## config.mk

```make
export PLATFORM = sky130hd
export DESIGN_NAME = fetch_sequencer_flat
export DESIGN_NICKNAME = d
export VERILOG_FILES = /design/src/rtl/fetch_sequencer_pkg.sv /design/src/rtl/fetch_sequencer_if.sv /design/src/rtl/fetch_sequencer_branch_lut.sv /design/src/rtl/fetch_sequencer.sv /design/src/flat_wrapper.sv
export SDC_FILE = /design/constraint.sdc
export NUM_CORES = 1
export LEC_CHECK = 0
export ABC_AREA = 1
export BUFFER_PORTS_ARGS = -buffer_cell sky130_fd_sc_hd__buf_2
export CORE_UTILIZATION = 56
export DETAILED_ROUTE_END_ITERATION = 10
export PLACE_DENSITY_LB_ADDON = 0.05
export SETUP_SLACK_MARGIN = 0.4
export SLEW_MARGIN = 20
export SYNTH_ARGS = -nofsm -noshare
export SYNTH_HDL_FRONTEND = slang
export SYNTH_SLANG_ARGS = --single-unit
```

## constraint.sdc

```tcl
create_clock -name i_clk -period 1.9 [get_ports i_clk]
set_input_delay 0 -clock i_clk [delete_from_list [all_inputs] [get_ports i_clk]]
set_output_delay 0 -clock i_clk [all_outputs]
set_load 0.01 [all_outputs]
```

## src/rtl/fetch_sequencer_pkg.sv

```systemverilog
// fetch_sequencer_pkg
//   Shared definitions for the fetch sequencer and its branch-target lookup:
//   - opcodes that the sequencer decodes from Instruction[8:5]
//   - per-program base addresses and the 32-entry jump-target table
//   - the run-controller state enum
//   Table entries are TGT_W bits wide so the same table can serve any
//   PC_W up to TGT_W. kTgtInvalid marks an index with no mapped target.
package fetch_sequencer_pkg;

    localparam int TGT_W = 16;

    // Opcodes (Instruction[8:5]); everything else retires as straight-line code.
    localparam logic [3:0] kJ    = 4'hA;
    localparam logic [3:0] kBRE  = 4'hB;
    localparam logic [3:0] kBRGT = 4'hC;
    localparam logic [3:0] kHALT = 4'hF;

    localparam logic [TGT_W-1:0] kProgBase [3] = '{16'h0000, 16'h0100, 16'h0200};

    localparam logic [TGT_W-1:0] kTgtInvalid = 16'hFFFF;

    localparam logic [TGT_W-1:0] kJumpTgt [32] = '{
        16'h0040, 16'h00C0, 16'h0210, 16'h0103,
        16'h0180, 16'h03FF, 16'h0020, 16'h02A0,
        16'h0300, 16'h0310, 16'h0320, 16'h0330,
        16'h0340, 16'h0350, 16'h0360, 16'h0370,
        16'h0050, 16'h0060, 16'h0070, 16'h0080,
        16'h0090, 16'h00A0, 16'h00B0, 16'h00D0,
        kTgtInvalid, kTgtInvalid, kTgtInvalid, kTgtInvalid,
        kTgtInvalid, kTgtInvalid, kTgtInvalid, kTgtInvalid
    };

    typedef enum logic [1:0] {
        S_IDLE = 2'd0,
        S_LOAD = 2'd1,
        S_RUN  = 2'd2,
        S_DONE = 2'd3
    } seq_state_t;

    // Base address for a program select; select 3 never reaches here
    // (it is rejected before LOAD), the default only keeps the case full.
    function automatic logic [TGT_W-1:0] prog_base(input logic [1:0] sel);
        case (sel)
            2'd0:    return kProgBase[0];
            2'd1:    return kProgBase[1];
            2'd2:    return kProgBase[2];
            default: return kProgBase[0];
        endcase
    endfunction

endpackage

```

## src/rtl/fetch_sequencer_if.sv

```systemverilog
// fetch_sequencer_if
//   Bundles the run-request, instruction/flag inputs and status outputs of
//   the fetch sequencer.
//   master : drives start/prog_sel/instruction/zero/greater/stall
//   slave  : the sequencer; drives pc/instr_valid/busy/ack/fault/cycle_count
interface fetch_sequencer_if #(
    parameter int PC_W  = 10,
    parameter int CNT_W = 16
);
    logic             start;
    logic [1:0]       prog_sel;
    logic [8:0]       instruction;
    logic             zero;
    logic             greater;
    logic             stall;
    logic [PC_W-1:0]  pc;
    logic             instr_valid;
    logic             busy;
    logic             ack;
    logic             fault;
    logic [CNT_W-1:0] cycle_count;

    modport master (
        output start, prog_sel, instruction, zero, greater, stall,
        input  pc, instr_valid, busy, ack, fault, cycle_count
    );

    modport slave (
        input  start, prog_sel, instruction, zero, greater, stall,
        output pc, instr_valid, busy, ack, fault, cycle_count
    );
endinterface

```

## src/rtl/fetch_sequencer_branch_lut.sv

```systemverilog
// branch_lut
//   Combinational jump-target lookup shared by the sequencer and any future
//   decoder.
//   i_idx    : 5-bit target index (Instruction[4:0])
//   o_target : PC_W-bit branch target
//   o_valid  : 0 when the index is unmapped
module branch_lut
    import fetch_sequencer_pkg::*;
#(
    parameter int PC_W = 10
) (
    input  logic [4:0]      i_idx,
    output logic [PC_W-1:0] o_target,
    output logic            o_valid
);
    logic [TGT_W-1:0] w_entry;

    assign w_entry  = kJumpTgt[i_idx];
    assign o_valid  = (w_entry != kTgtInvalid);
    assign o_target = w_entry[PC_W-1:0];
endmodule

```

## src/rtl/fetch_sequencer.sv

```systemverilog
// fetch_sequencer
//   Run controller for the fetch path. A Start request loads the selected
//   program's base address, then the PC advances on every retired
//   instruction, following J/BRE/BRGT redirects through branch_lut. The run
//   ends on HALT, an unmapped target, running off the top of the ROM, or
//   (optionally) the watchdog.
//   Ports:
//     i_clk : clock, rising edge
//     i_rst : asynchronous active-high reset
//     bus   : fetch_sequencer_if.slave (request, instruction, flags, status)
//   Build option:
//     SEQ_WATCHDOG_EN : end the run with a fault once CycleCount reaches
//                       MAX_CYCLES; otherwise the counter only saturates.
module fetch_sequencer
    import fetch_sequencer_pkg::*;
#(
    parameter int          PC_W       = 10,
    parameter int          CNT_W      = 16,
    parameter int unsigned MAX_CYCLES = 32'h0000_FFF0
) (
    input logic               i_clk,
    input logic               i_rst,
    fetch_sequencer_if.slave  bus
);
`ifdef SEQ_WATCHDOG_EN
    localparam bit WD_ENABLE = 1'b1;
`else
    localparam bit WD_ENABLE = 1'b0;
`endif

    seq_state_t       r_state;
    logic [PC_W-1:0]  r_pc;
    logic [CNT_W-1:0] r_cnt;
    logic             r_fault;
    logic [1:0]       r_prog_sel;

    logic [3:0]       w_opcode;
    logic             w_redirect;
    logic [PC_W-1:0]  w_target;
    logic             w_target_ok;
    logic             w_pc_last;
    logic             w_wd_hit;
    logic [CNT_W-1:0] w_cnt_inc;

    branch_lut #(.PC_W(PC_W)) u_lut (
        .i_idx    (bus.instruction[4:0]),
        .o_target (w_target),
        .o_valid  (w_target_ok)
    );

    assign w_opcode   = bus.instruction[8:5];
    assign w_redirect = (w_opcode == kJ)
                      | ((w_opcode == kBRE)  & bus.zero)
                      | ((w_opcode == kBRGT) & bus.greater);
    assign w_pc_last  = &r_pc;
    assign w_wd_hit   = WD_ENABLE && (r_cnt == CNT_W'(MAX_CYCLES));
    assign w_cnt_inc  = (&r_cnt) ? r_cnt : r_cnt + CNT_W'(1);

    always_ff @(posedge i_clk or posedge i_rst) begin
        if (i_rst) begin
            r_state    <= S_IDLE;
            r_pc       <= '0;
            r_cnt      <= '0;
            r_fault    <= 1'b0;
            r_prog_sel <= 2'd0;
        end else begin
            case (r_state)
                S_IDLE, S_DONE: begin
                    if (bus.start) begin
                        if (bus.prog_sel == 2'd3) begin
                            r_state <= S_DONE;
                            r_fault <= 1'b1;
                        end else begin
                            r_state    <= S_LOAD;
                            r_fault    <= 1'b0;
                            r_cnt      <= '0;
                            r_prog_sel <= bus.prog_sel;
                        end
                    end
                end
                S_LOAD: begin
                    r_pc    <= PC_W'(prog_base(r_prog_sel));
                    r_state <= S_RUN;
                end
                S_RUN: begin
                    if (w_wd_hit) begin
                        // Watchdog pre-empts retire and freezes the count at the limit.
                        r_state <= S_DONE;
                        r_fault <= 1'b1;
                    end else begin
                        r_cnt <= w_cnt_inc;
                        if (!bus.stall) begin
                            if (w_opcode == kHALT) begin
                                r_state <= S_DONE;
                            end else if (w_redirect) begin
                                if (w_target_ok) begin
                                    r_pc <= w_target;
                                end else begin
                                    r_state <= S_DONE;
                                    r_fault <= 1'b1;
                                end
                            end else if (w_pc_last) begin
                                // Falling off the top of the ROM is a fault, not a wrap.
                                r_state <= S_DONE;
                                r_fault <= 1'b1;
                            end else begin
                                r_pc <= r_pc + PC_W'(1);
                            end
                        end
                    end
                end
                default: r_state <= S_IDLE;
            endcase
        end
    end

    assign bus.pc          = r_pc;
    assign bus.cycle_count = r_cnt;
    assign bus.fault       = r_fault;
    assign bus.instr_valid = (r_state == S_RUN) && !bus.stall;
    assign bus.busy        = (r_state == S_LOAD) || (r_state == S_RUN);
    assign bus.ack         = (r_state == S_DONE);
endmodule

```

## src/flat_wrapper.sv

```systemverilog
// flat-port wrapper written by rule: the top's interface ports become plain ports
module fetch_sequencer_flat import fetch_sequencer_pkg::*;
#(
    parameter int          PC_W       = 10,
    parameter int          CNT_W      = 16,
    parameter int unsigned MAX_CYCLES = 32'h0000_FFF0
)
  (i_clk, i_rst, bus_start, bus_prog_sel, bus_instruction, bus_zero, bus_greater, bus_stall, bus_pc, bus_instr_valid, bus_busy, bus_ack, bus_fault, bus_cycle_count);
  fetch_sequencer_if #(.PC_W(PC_W), .CNT_W(CNT_W)) bus_i ();
  input logic i_clk;
  input logic i_rst;
  input wire logic [$bits(bus_i.start)-1:0] bus_start;
  input wire logic [$bits(bus_i.prog_sel)-1:0] bus_prog_sel;
  input wire logic [$bits(bus_i.instruction)-1:0] bus_instruction;
  input wire logic [$bits(bus_i.zero)-1:0] bus_zero;
  input wire logic [$bits(bus_i.greater)-1:0] bus_greater;
  input wire logic [$bits(bus_i.stall)-1:0] bus_stall;
  output wire logic [$bits(bus_i.pc)-1:0] bus_pc;
  output wire logic [$bits(bus_i.instr_valid)-1:0] bus_instr_valid;
  output wire logic [$bits(bus_i.busy)-1:0] bus_busy;
  output wire logic [$bits(bus_i.ack)-1:0] bus_ack;
  output wire logic [$bits(bus_i.fault)-1:0] bus_fault;
  output wire logic [$bits(bus_i.cycle_count)-1:0] bus_cycle_count;
  assign bus_i.start = bus_start;
  assign bus_i.prog_sel = bus_prog_sel;
  assign bus_i.instruction = bus_instruction;
  assign bus_i.zero = bus_zero;
  assign bus_i.greater = bus_greater;
  assign bus_i.stall = bus_stall;
  assign bus_pc = bus_i.pc;
  assign bus_instr_valid = bus_i.instr_valid;
  assign bus_busy = bus_i.busy;
  assign bus_ack = bus_i.ack;
  assign bus_fault = bus_i.fault;
  assign bus_cycle_count = bus_i.cycle_count;
  fetch_sequencer #(.PC_W(PC_W), .CNT_W(CNT_W), .MAX_CYCLES(MAX_CYCLES)) u_core (.i_clk(i_clk), .i_rst(i_rst), .bus(bus_i));
endmodule
```

==> impl_metrics.json, run 1 <==
{
  "status": "completed",
  "fin_util_pct": 81.3,
  "placed_area_um2": 2820,
  "rsz0062_at_grt": "yes",
  "layout_commonest_cell": "nand2_1",
  "synth-seq-cells": 31,
  "synth_mux_area_share_pct": 0.459,
  "vias": 2852,
  "pin_count": 47,
  "final_cells": 506,
  "worstPathArrival_ns": 1.90,
  "dp.cells": 467,
  "rows": 23,
  "core_um2": 4120,
  "hold_viol": 0,
  "reg2reg_from": "u_core.bus.cycle_count[5]",
  "relSlewSlack_pct": 74.9,
  "grt_antenna_before_repair": 0,
  "yosys.area_share.simple_pct": 40.7,
  "fmax_ghz": 0.593,
  "numCtsBuffers": 5,
  "cp-end-kind": "flop",
  "skew_ns": 0.00852,
  "async_flop_share_pct": 100,
  "cap_violations": 0,
  "cts.clk_slew.worst_paths_ns": 0.07,
  "wl_met2_um": 3560,
  "grt_pass1_vias": 2570,
  "power_mw": 4.22,
  "die-width_um": 68.2,
  "r2r_cells": 11,
  "htree_levels": 2,
  "grt_max_degree": 28,
  "fin_hold_ws_ns": 0.0587,
  "root_buffer": "clkbuf_8",
  "gr-total-overflow": 0,
  "ir_drop_uv": 1290,
  "syn-instance-count": 375,
  "gp_congestion": 0.879,
  "die_area_um2": 4650,
  "synth_top_family_by_area": "simple AND/OR/NAND/NOR gates",
  "antenna_cells": 0,
  "final_cell_area_um2": 3350,
  "tns_ns": 0,
  "wl_per_cell_um": 14.3,
  "synth_edf_count": 0,
  "powerDensity_nw_per_um2": 1260,
  "initial_utilization_pct": 59.6,
  "die_h_um": 68.2,
  "syn_avg_cell_area_um2": 6.54,
  "vias_per_cell": 5.64,
  "ys.flop_type": "dfrtp_1",
  "synth_xor_area_share_pct": 2.86,
  "dp_slack_ns": 0.198,
  "period_share_pct": 88.7,
  "crit_type": "reg2reg",
  "hold_depth": 3,
  "startpoint_type": "flop",
  "wl_met1_um": 3090,
  "layout_common_cells": "nand2_1, buf_2, nand3_1",
  "synth-compound-area-share_pct": 9.54,
  "layout_min_cycle_time_ns": 1.69,
  "fin_nets": 483,
  "drive_above_1_share_pct": 33.3,
  "yosysWarnings": 0,
  "drc": 0,
  "ys_seq_area_share_pct": 31.6,
  "rr_endpoint": "u_core.bus.cycle_count[9]",
  "synth_nets": 403,
  "track_usage_pct": 31.2,
  "netlist-cell-type-count": 31,
  "top_layer_used": "met4",
  "clk_latency_ns": 0.30,
  "hp-start": "bus_start",
  "drt_wl_total_um": 7210,
  "setup_slack_ns": 0.215,
  "syn_area_um2": 2450,
  "reg2reg_slack_ns": 0.21,
  "cts_buffer_depth": 2,
  "drtPass1Iterations": 4,
  "grt_pass1_wl_um": 10900,
  "cp_max_fo": 8,
  "p_leak_nw": 1.69,
  "worst_pin_slew_ns": 0.375,
  "area_delta_synth_final_pct": 36.4,
  "synthAdderAreaFrac_pct": 5.61,
  "met3_length_um": 423,
  "cts.sink_count": 31,
  "required_ns": 2.11,
  "drtIter0Drc": 273,
  "maxSlewViolCount": 0,
  "dp_hpwl_um": 4350,
  "cts_tree": "done",
  "setup_viol": 0,
  "holdPathEnd": "u_core.r_prog_sel[1]",
  "numPortBuffers": 46,
  "hp-class": "in2reg",
  "ant_nets": 0
}
worst max path at each step:
stage	endpoint	startpoint	cells after the start
floorplan	u_core.bus.cycle_count[0]	u_core.r_state[0]	9
global placement	u_core.bus.cycle_count[10]	u_core.bus.cycle_count[0]	12
detailed placement	u_core.bus.cycle_count[14]	u_core.bus.cycle_count[0]	12
CTS	u_core.bus.cycle_count[13]	u_core.r_state[0]	9
global route	u_core.bus.cycle_count[9]	u_core.bus.cycle_count[5]	11
finish	u_core.bus.cycle_count[9]	u_core.bus.cycle_count[5]	11
registers in the layout, summed over array words and instances, names as in the netlist:
register,count
u_core.bus.fault,1
u_core.bus.pc,10
u_core.r_state,2
u_core.r_prog_sel,2
u_core.bus.cycle_count,16
worst max-delay path: stages, from the launching register on:
cell and delay (ns):
dfrtp_1 0.43, inv_2 0.08, nor2_2 0.19, nand2_4 0.09
inv_4 0.07, nand2_2 0.05, nor2_2 0.11, nand2_2 0.11
nand2_8 0.15, buf_12 0.14, nand2_1 0.05, o21ai_1 0.11
final cells by class:
type                       instances  area, µm²
clock buffer                       7       86.3
clock inverter                     1       5.00
timing repair buffer              81        544
tap                               50       62.6
inverter                          43        174
fill                             262        768
sequential                        31        778
multi-input combinational        293       1700
cell usage after synthesis (all sizes together) (2+ instances only):
| cell | number | area [µm²] |
|---|---|---|
| dfrtp | 31 | 776 |
| o211ai | 2 | 15.0 |
| clkbuf | 3 | 11.3 |
| nor2 | 44 | 178 |
| inv | 43 | 161 |
| nand2 | 121 | 474 |
| o21ai | 31 | 155 |
| xnor2 | 2 | 17.5 |
| nor3 | 6 | 35.0 |
| a21oi | 7 | 35.0 |
| ha | 11 | 138 |
| nand3 | 38 | 190 |
| xor2 | 6 | 52.6 |
| nand3b | 3 | 22.5 |
| nand4 | 12 | 75.1 |
| buf | 7 | 52.5 |
| or2 | 2 | 12.5 |
power breakdown:
part | switching, mW | internal, mW
sequential | 0.153 | 0.811
clock | 0.266 | 0.292
combinational | 1.53 | 1.17
total | 1.95 | 2.27
cells by family after synthesis:
logic type,count (synthesis)
XOR/XNOR,8
buffers and inverters,53
adder cells (fa/ha/maj),11
multiplexers,1
AO/OA/AOI/OAI,43
flip-flops,31
AND/OR/NAND/NOR,228
metal layers:
layer | up-vias | global-route usage, %
li1 | 1383 | -
met1 | 1352 | 37.7
met2 | 104 | 54.4
met3 | 13 | 4.83
met4 | 0 | 13.3
met5 | - | 0
what timing repair did:
| action | 4_1_cts | 5_1_grt |
|---|---|---|
| gates resized for setup | 24 | 31 |
| hold endpoints to repair | 33 | 0 |
| pin swaps | 7 | 9 |
| cloned | 3 | 0 |
| setup buffers | 17 | 8 |
| setup endpoints to repair | 28 | 30 |
| hold buffers | 3 | 0 |
(Power assumes the default switching activity.)
==> inputs of run 2 (changes only) <==
ABC_AREA = default   (was 1)
CORE_MARGIN = 2   (was default)
CORE_UTILIZATION = 57   (was 56)
CTS_BUF_LIST = sky130_fd_sc_hd__clkbuf_8   (was default)
==> impl_metrics.json, run 2 <==
{
  "ir_drop_uv": 752,
  "clk_latency_ns": 0.30,
  "drtPass1Iterations": 5,
  "period_share_pct": 98.7,
  "p_sw_share_pct": 41.8,
  "maxSlewViolCount": 0,
  "pwr-share-seq_pct": 23.3,
  "grt_pass1_vias": 2451,
  "numPortBuffers": 46,
  "synth-seq-cells": 31,
  "cp-end-kind": "flop",
  "cts.clk_slew.worst_paths_ns": 0.08,
  "die_area_um2": 4620,
  "yosysTopAreaCell": "dfrtp_1",
  "ys_seq_area_share_pct": 33.3,
  "reg2reg_slack_ns": 0.02,
  "cts_tree": "done",
  "relSlewSlack_pct": 68.1,
  "layout_min_cycle_time_ns": 1.88,
  "core_um2": 3970,
  "hp-class": "in2reg",
  "largest_reg_flops": 16,
  "crit_path_start": "u_core.bus.pc[0]",
  "fin_util_pct": 85.7,
  "dp_hpwl_um": 4610,
  "hold_viol": 0,
  "max_stage_delay_ns": 0.36,
  "yosys.cell_count.top_type": "nor2_1",
  "drtIter0Drc": 340,
  "gp_congestion": 0.886,
  "yosysWarnings": 0,
  "fin_nets": 390,
  "grt_max_degree": 32,
  "required_ns": 2.08,
  "comb_power_share_pct": 59.6,
  "hp-start": "bus_prog_sel[1]",
  "crit_path_cell_trace": "ha_2 > nand3_2 > or2_4 > a2111oi_4 > nor3_2 > mux2_4",
  "final_cells": 413,
  "synth_common_cells": "nor2_1, dfrtp_1, nand2_1",
  "drt_wl_total_um": 8170,
  "initial_utilization_pct": 58.7,
  "p_leak_nw": 1.55,
  "clkPwrFrac_pct": 17.1,
  "met3_length_um": 623,
  "crit_buf_inv": 0,
  "antenna_cells": 0,
  "wl_per_cell_um": 19.8,
  "wl_met1_um": 2950,
  "async_flop_share_pct": 100,
  "ant_nets": 0,
  "root_buffer": "clkbuf_8",
  "powerDensity_nw_per_um2": 1220,
  "startpoint_type": "flop",
  "top_layer_used": "met4",
  "vias_per_cell": 6.57,
  "rsz0062_at_grt": "yes",
  "syn_area_um2": 2330,
  "reg2reg_from": "u_core.bus.pc[0]",
  "grt_pass1_wl_um": 11200,
  "cp_max_fo": 3,
  "synth_nets": 292,
  "rows": 23,
  "crit_type": "reg2reg",
  "vias": 2712,
  "area_delta_synth_final_pct": 45.9,
  "wl_met2_um": 4200,
  "fin_hold_ws_ns": 0.0792,
  "syn-instance-count": 264,
  "synth_edf_count": 0,
  "power.internal_mw": 2.42,
  "fmax_ghz": 0.533,
  "layout_commonest_cell": "buf_2",
  "drc": 0,
  "worst_pin_slew_ns": 0.472,
  "layout_common_cells": "buf_2, buf_4, nor2_1",
  "tns_ns": 0,
  "htree_levels": 2,
  "syn_avg_cell_area_um2": 8.83,
  "die-width_um": 68.0,
  "skew_ns": 0.00685,
  "worstPathArrival_ns": 2.06,
  "die_h_um": 68.0,
  "ys.flop_type": "dfrtp_1",
  "gr-total-overflow": 0,
  "cap_violations": 0,
  "track_usage_pct": 32.1,
  "cp_top_family": "simple AND/OR/NAND/NOR gates",
  "n_fill_cell": 218,
  "drive_above_1_share_pct": 44.9,
  "p_sw_mw": 1.74,
  "dp.cells": 376,
  "cts.sink_count": 31,
  "cts_buffer_depth": 2,
  "netlist-cell-type-count": 62,
  "synthDominantCellAreaShare_pct": 33.3,
  "pin_count": 47,
  "cp_slowest_cell": "dfrtp_1",
  "grt_antenna_before_repair": 0,
  "status": "completed",
  "power_mw": 4.16,
  "setup_viol": 0,
  "synth_area_leaders": "dfrtp_1, ha_1, nor2_1",
  "numCtsBuffers": 5
}
run 2: cell count changes in the layout (fill, tap and decap cells not counted), moves of 9 or more:
cell,before,now
nand2_2,15,2
buf_6,3,12
inv_1,33,12
nand3_1,35,5
nand2_1,101,21
buf_4,27,43
run 2: cells by family after synthesis:
family          count (synthesis)  share of synthesized area (%)
simple gates                  105                           22.9
compound gates                 73                           25.4
flops                          31                           33.3
buf+inv                        24                           4.03
fa+ha+maj                      11                           5.90
xor+xnor                       10                           3.76
mux                            10                           4.72
run 2: per-stage QoR:
step	instance area (µm²)	setup slack (ns)
final	3400	0.0241
after global routing	3400	-0.0267
after CTS	3210	0.135
after detailed placement	2840	0.0855
after global placement	2840	0.126
after floorplan	2410	-0.0498
run 2: final cells by class:
| type | count | area [µm²] | area share, % |
|---|---|---|---|
| Timing Repair Buffer | 101 | 693 | 20.4 |
| Clock buffer | 6 | 82.6 | 2.43 |
| Tap cell | 50 | 62.6 | 1.84 |
| Sequential cell | 31 | 778 | 22.9 |
| Clock inverter | 2 | 35.0 | 1.03 |
| Inverter | 14 | 55.1 | 1.62 |
| Multi-Input combinational cell | 209 | 1700 | 49.8 |
run 2: power by group through the flow:
| stage | combinational [mW] | clock [mW] | sequential (mW) |
|---|---|---|---|
| 2_1_floorplan | 1.11 | 0 | 0.977 |
| 6_report | 2.48 | 0.713 | 0.968 |
| 3_3_place_gp | 1.74 | 0 | 0.941 |
| 3_5_place_dp | 1.76 | 0 | 0.946 |
| 4_1_cts | 2.14 | 0.708 | 0.934 |
| 5_1_grt | 2.62 | 0.733 | 0.976 |
run 2: per-layer routing:
layer	track usage, %	vias up
met5	0	-
met4	12.8	0
met3	6.41	49
met2	58.1	182
met1	36.7	1293
li1	-	1188
run 2: timing repair:
item / in CTS / in global routing
endpoints found under the setup margin: 30 / 30
hold buffers: 1 / 0
gates resized for setup: 26 / 28
pin swaps: 23 / 11
hold endpoints to repair: 31 / 0
setup buffers: 19 / 9
run 2: final timing paths:
path                                              to  depth (start not counted)
max                                 u_core.bus.pc[9]                          6
min                             u_core.r_prog_sel[1]                          3
max reg2reg                         u_core.bus.pc[9]                          6
min reg2reg                         u_core.bus.fault                          2
max in group asynchronous  u_core.bus.cycle_count[1]                          4
min in group asynchronous          u_core.r_state[1]                          4
run 2: worst reg2reg max path: stages (launching register included):
cell	delay [ns]
dfrtp_1	0.36
ha_2	0.21
nand3_2	0.12
or2_4	0.29
a2111oi_4	0.35
nor3_2	0.12
mux2_4	0.31
==> inputs of run 3 (changes only) <==
--- a/config.mk
+++ b/config.mk
@@ -6,4 +6,5 @@
 export NUM_CORES = 1
 export LEC_CHECK = 0
+export ABC_CLOCK_PERIOD_IN_PS = 1900
 export BUFFER_PORTS_ARGS = -buffer_cell sky130_fd_sc_hd__buf_2
 export CORE_MARGIN = 2
@@ -11,4 +12,5 @@
 export CTS_BUF_LIST = sky130_fd_sc_hd__clkbuf_8
 export DETAILED_ROUTE_END_ITERATION = 10
+export GPL_TIMING_DRIVEN = 0
 export PLACE_DENSITY_LB_ADDON = 0.05
 export SETUP_SLACK_MARGIN = 0.4
==> constraint.sdc (replaced) <==
create_clock -name i_clk -period 1.9 [get_ports i_clk]
set_input_delay 0 -clock i_clk [delete_from_list [all_inputs] [get_ports i_clk]]
set_output_delay 0 -clock i_clk [all_outputs]
set_load 0.02 [all_outputs]
==> impl_metrics.json, run 3 (same netlist as run 2, synthesis figures left out) <==
{
  "track_usage_pct": 32.1,
  "die_area_um2": 4620,
  "area_delta_synth_final_pct": 42.6,
  "htree_levels": 2,
  "ant_nets": 0,
  "numPortBuffers": 45,
  "grt_pass1_vias": 2382,
  "clk_latency_ns": 0.29,
  "drt_wl_total_um": 8210,
  "worst_pin_slew_ns": 0.834,
  "rows": 23,
  "layout_min_cycle_time_ns": 2.06,
  "rsz0062_at_grt": "yes",
  "relSlewSlack_pct": 44.2,
  "wl_per_cell_um": 20.3,
  "setup_slack_ns": -0.156,
  "cts_tree": "done",
  "violations": "setup timing",
  "fmax_ghz": 0.486,
  "fin_hold_ws_ns": 0.0460,
  "placed_area_um2": 2720,
  "worstPathArrival_ns": 2.21,
  "layout_commonest_cell": "buf_2",
  "cap_violations": 0,
  "vias_per_cell": 6.68,
  "ir_drop_uv": 1040,
  "drive_above_1_share_pct": 41.0,
  "required_ns": 2.06,
  "startpoint_type": "flop",
  "tns_ns": -0.171,
  "grt_max_degree": 32,
  "gp_congestion": 0.876,
  "die-width_um": 68.0,
  "vias": 2697,
  "powerDensity_nw_per_um2": 1220,
  "cp_max_fo": 2,
  "dp_slack_ns": -0.272,
  "drc": 0,
  "initial_utilization_pct": 58.7,
  "gr-total-overflow": 0,
  "fin_nets": 381,
  "hold_viol": 0,
  "drtPass1Iterations": 5,
  "power_mw": 4.04,
  "p_leak_nw": 1.49,
  "cp-end-kind": "flop",
  "skew_ns": 0.00756,
  "cts_buffer_depth": 2,
  "pin_count": 47,
  "layout_common_cells": "buf_2, nor2_1, buf_4",
  "final_cell_area_um2": 3320,
  "root_buffer": "clkbuf_8",
  "antenna_cells": 0,
  "dp_hpwl_um": 4200,
  "setup_viol": 2,
  "grt_pass1_wl_um": 11100,
  "grt_antenna_before_repair": 0,
  "largest_reg_flops": 16,
  "cts.sink_count": 31,
  "period_share_pct": 108,
  "numCtsBuffers": 5,
  "maxSlewViolCount": 0,
  "die_h_um": 68.0,
  "drtIter0Drc": 289,
  "reg2reg_slack_ns": -0.16,
  "core_um2": 3970,
  "cts.clk_slew.worst_paths_ns": 0.07,
  "crit_type": "reg2reg",
  "hp-class": "in2reg",
  "status": "finished, violations left"
}
-- run 3: changes by cell type in the layout (fill, tap and decap cells not counted), sizes merged --
cell         change
buf             -18
clkbuf           +8
bufinv           -1
clkinv           +1
dlygate4sd3      +1
-- run 3: power breakdown --
part | switching [mW] | internal [mW] | leakage, nW
Clock | 0.275 | 0.287 | 0.0524
Sequential | 0.187 | 0.804 | 0.403
Combinational | 1.40 | 1.08 | 1.03
Total | 1.87 | 2.18 | 1.49
-- run 3: final timing paths --
path,from,endpoint,depth (start not counted)
max,u_core.bus.pc[0],u_core.bus.pc[8],7
min,bus_prog_sel[0],u_core.r_prog_sel[0],3
max reg2reg,u_core.bus.pc[0],u_core.bus.pc[8],7
max in group asynchronous,i_rst,u_core.bus.pc[1],3
min reg2reg,u_core.bus.fault,u_core.bus.fault,2
min in group asynchronous,i_rst,u_core.bus.cycle_count[13],3
-- run 3: metrics by stage --
stage / util (%) / std cells
after floorplan: - / 264
after global placement: 68.5 / 359
after detailed placement: 68.5 / 359
after CTS: 80.5 / 401
after global routing: 83.7 / 404
final: 83.7 / 404
-- run 3: timing repair --
| item | in CTS | in global routing |
|---|---|---|
| endpoints found under the hold margin | 32 | 0 |
| endpoints found under the setup margin | 30 | 29 |
| buffers inserted | 32 | 3 |
| resized for setup | 27 | 22 |
| pin swaps | 22 | 9 |
| hold buffers | 2 | 0 |
-- run 3: cell type report --
| cell class | instances | area, µm² |
|---|---|---|
| multi-input combinational | 209 | 1680 |
| sequential | 31 | 786 |
| fill | 238 | 648 |
| timing repair buffer | 82 | 543 |
| buffer | 10 | 97.6 |
| clock buffer | 6 | 82.6 |
| inverter | 14 | 65.1 |
| tap | 50 | 62.6 |
| clock inverter | 2 | 8.76 |
-- run 3: worst max-delay path: stages (launching register included) --
cell and delay, ns:
dfrtp_2 0.40, ha_4 0.15, nand3_4 0.08, buf_4 0.16, or3_1 0.36, xnor2_1 0.17
o32ai_1 0.45, o21ai_1 0.15
-- run 3: routing by layer --
layer	vias up	routed length, µm	GRT usage (%)
met5	-	0	0
li1	1179	-	-
met1	1281	3020	37.7
met2	187	4000	55.2
met4	0	522	18.3
met3	50	667	4.93
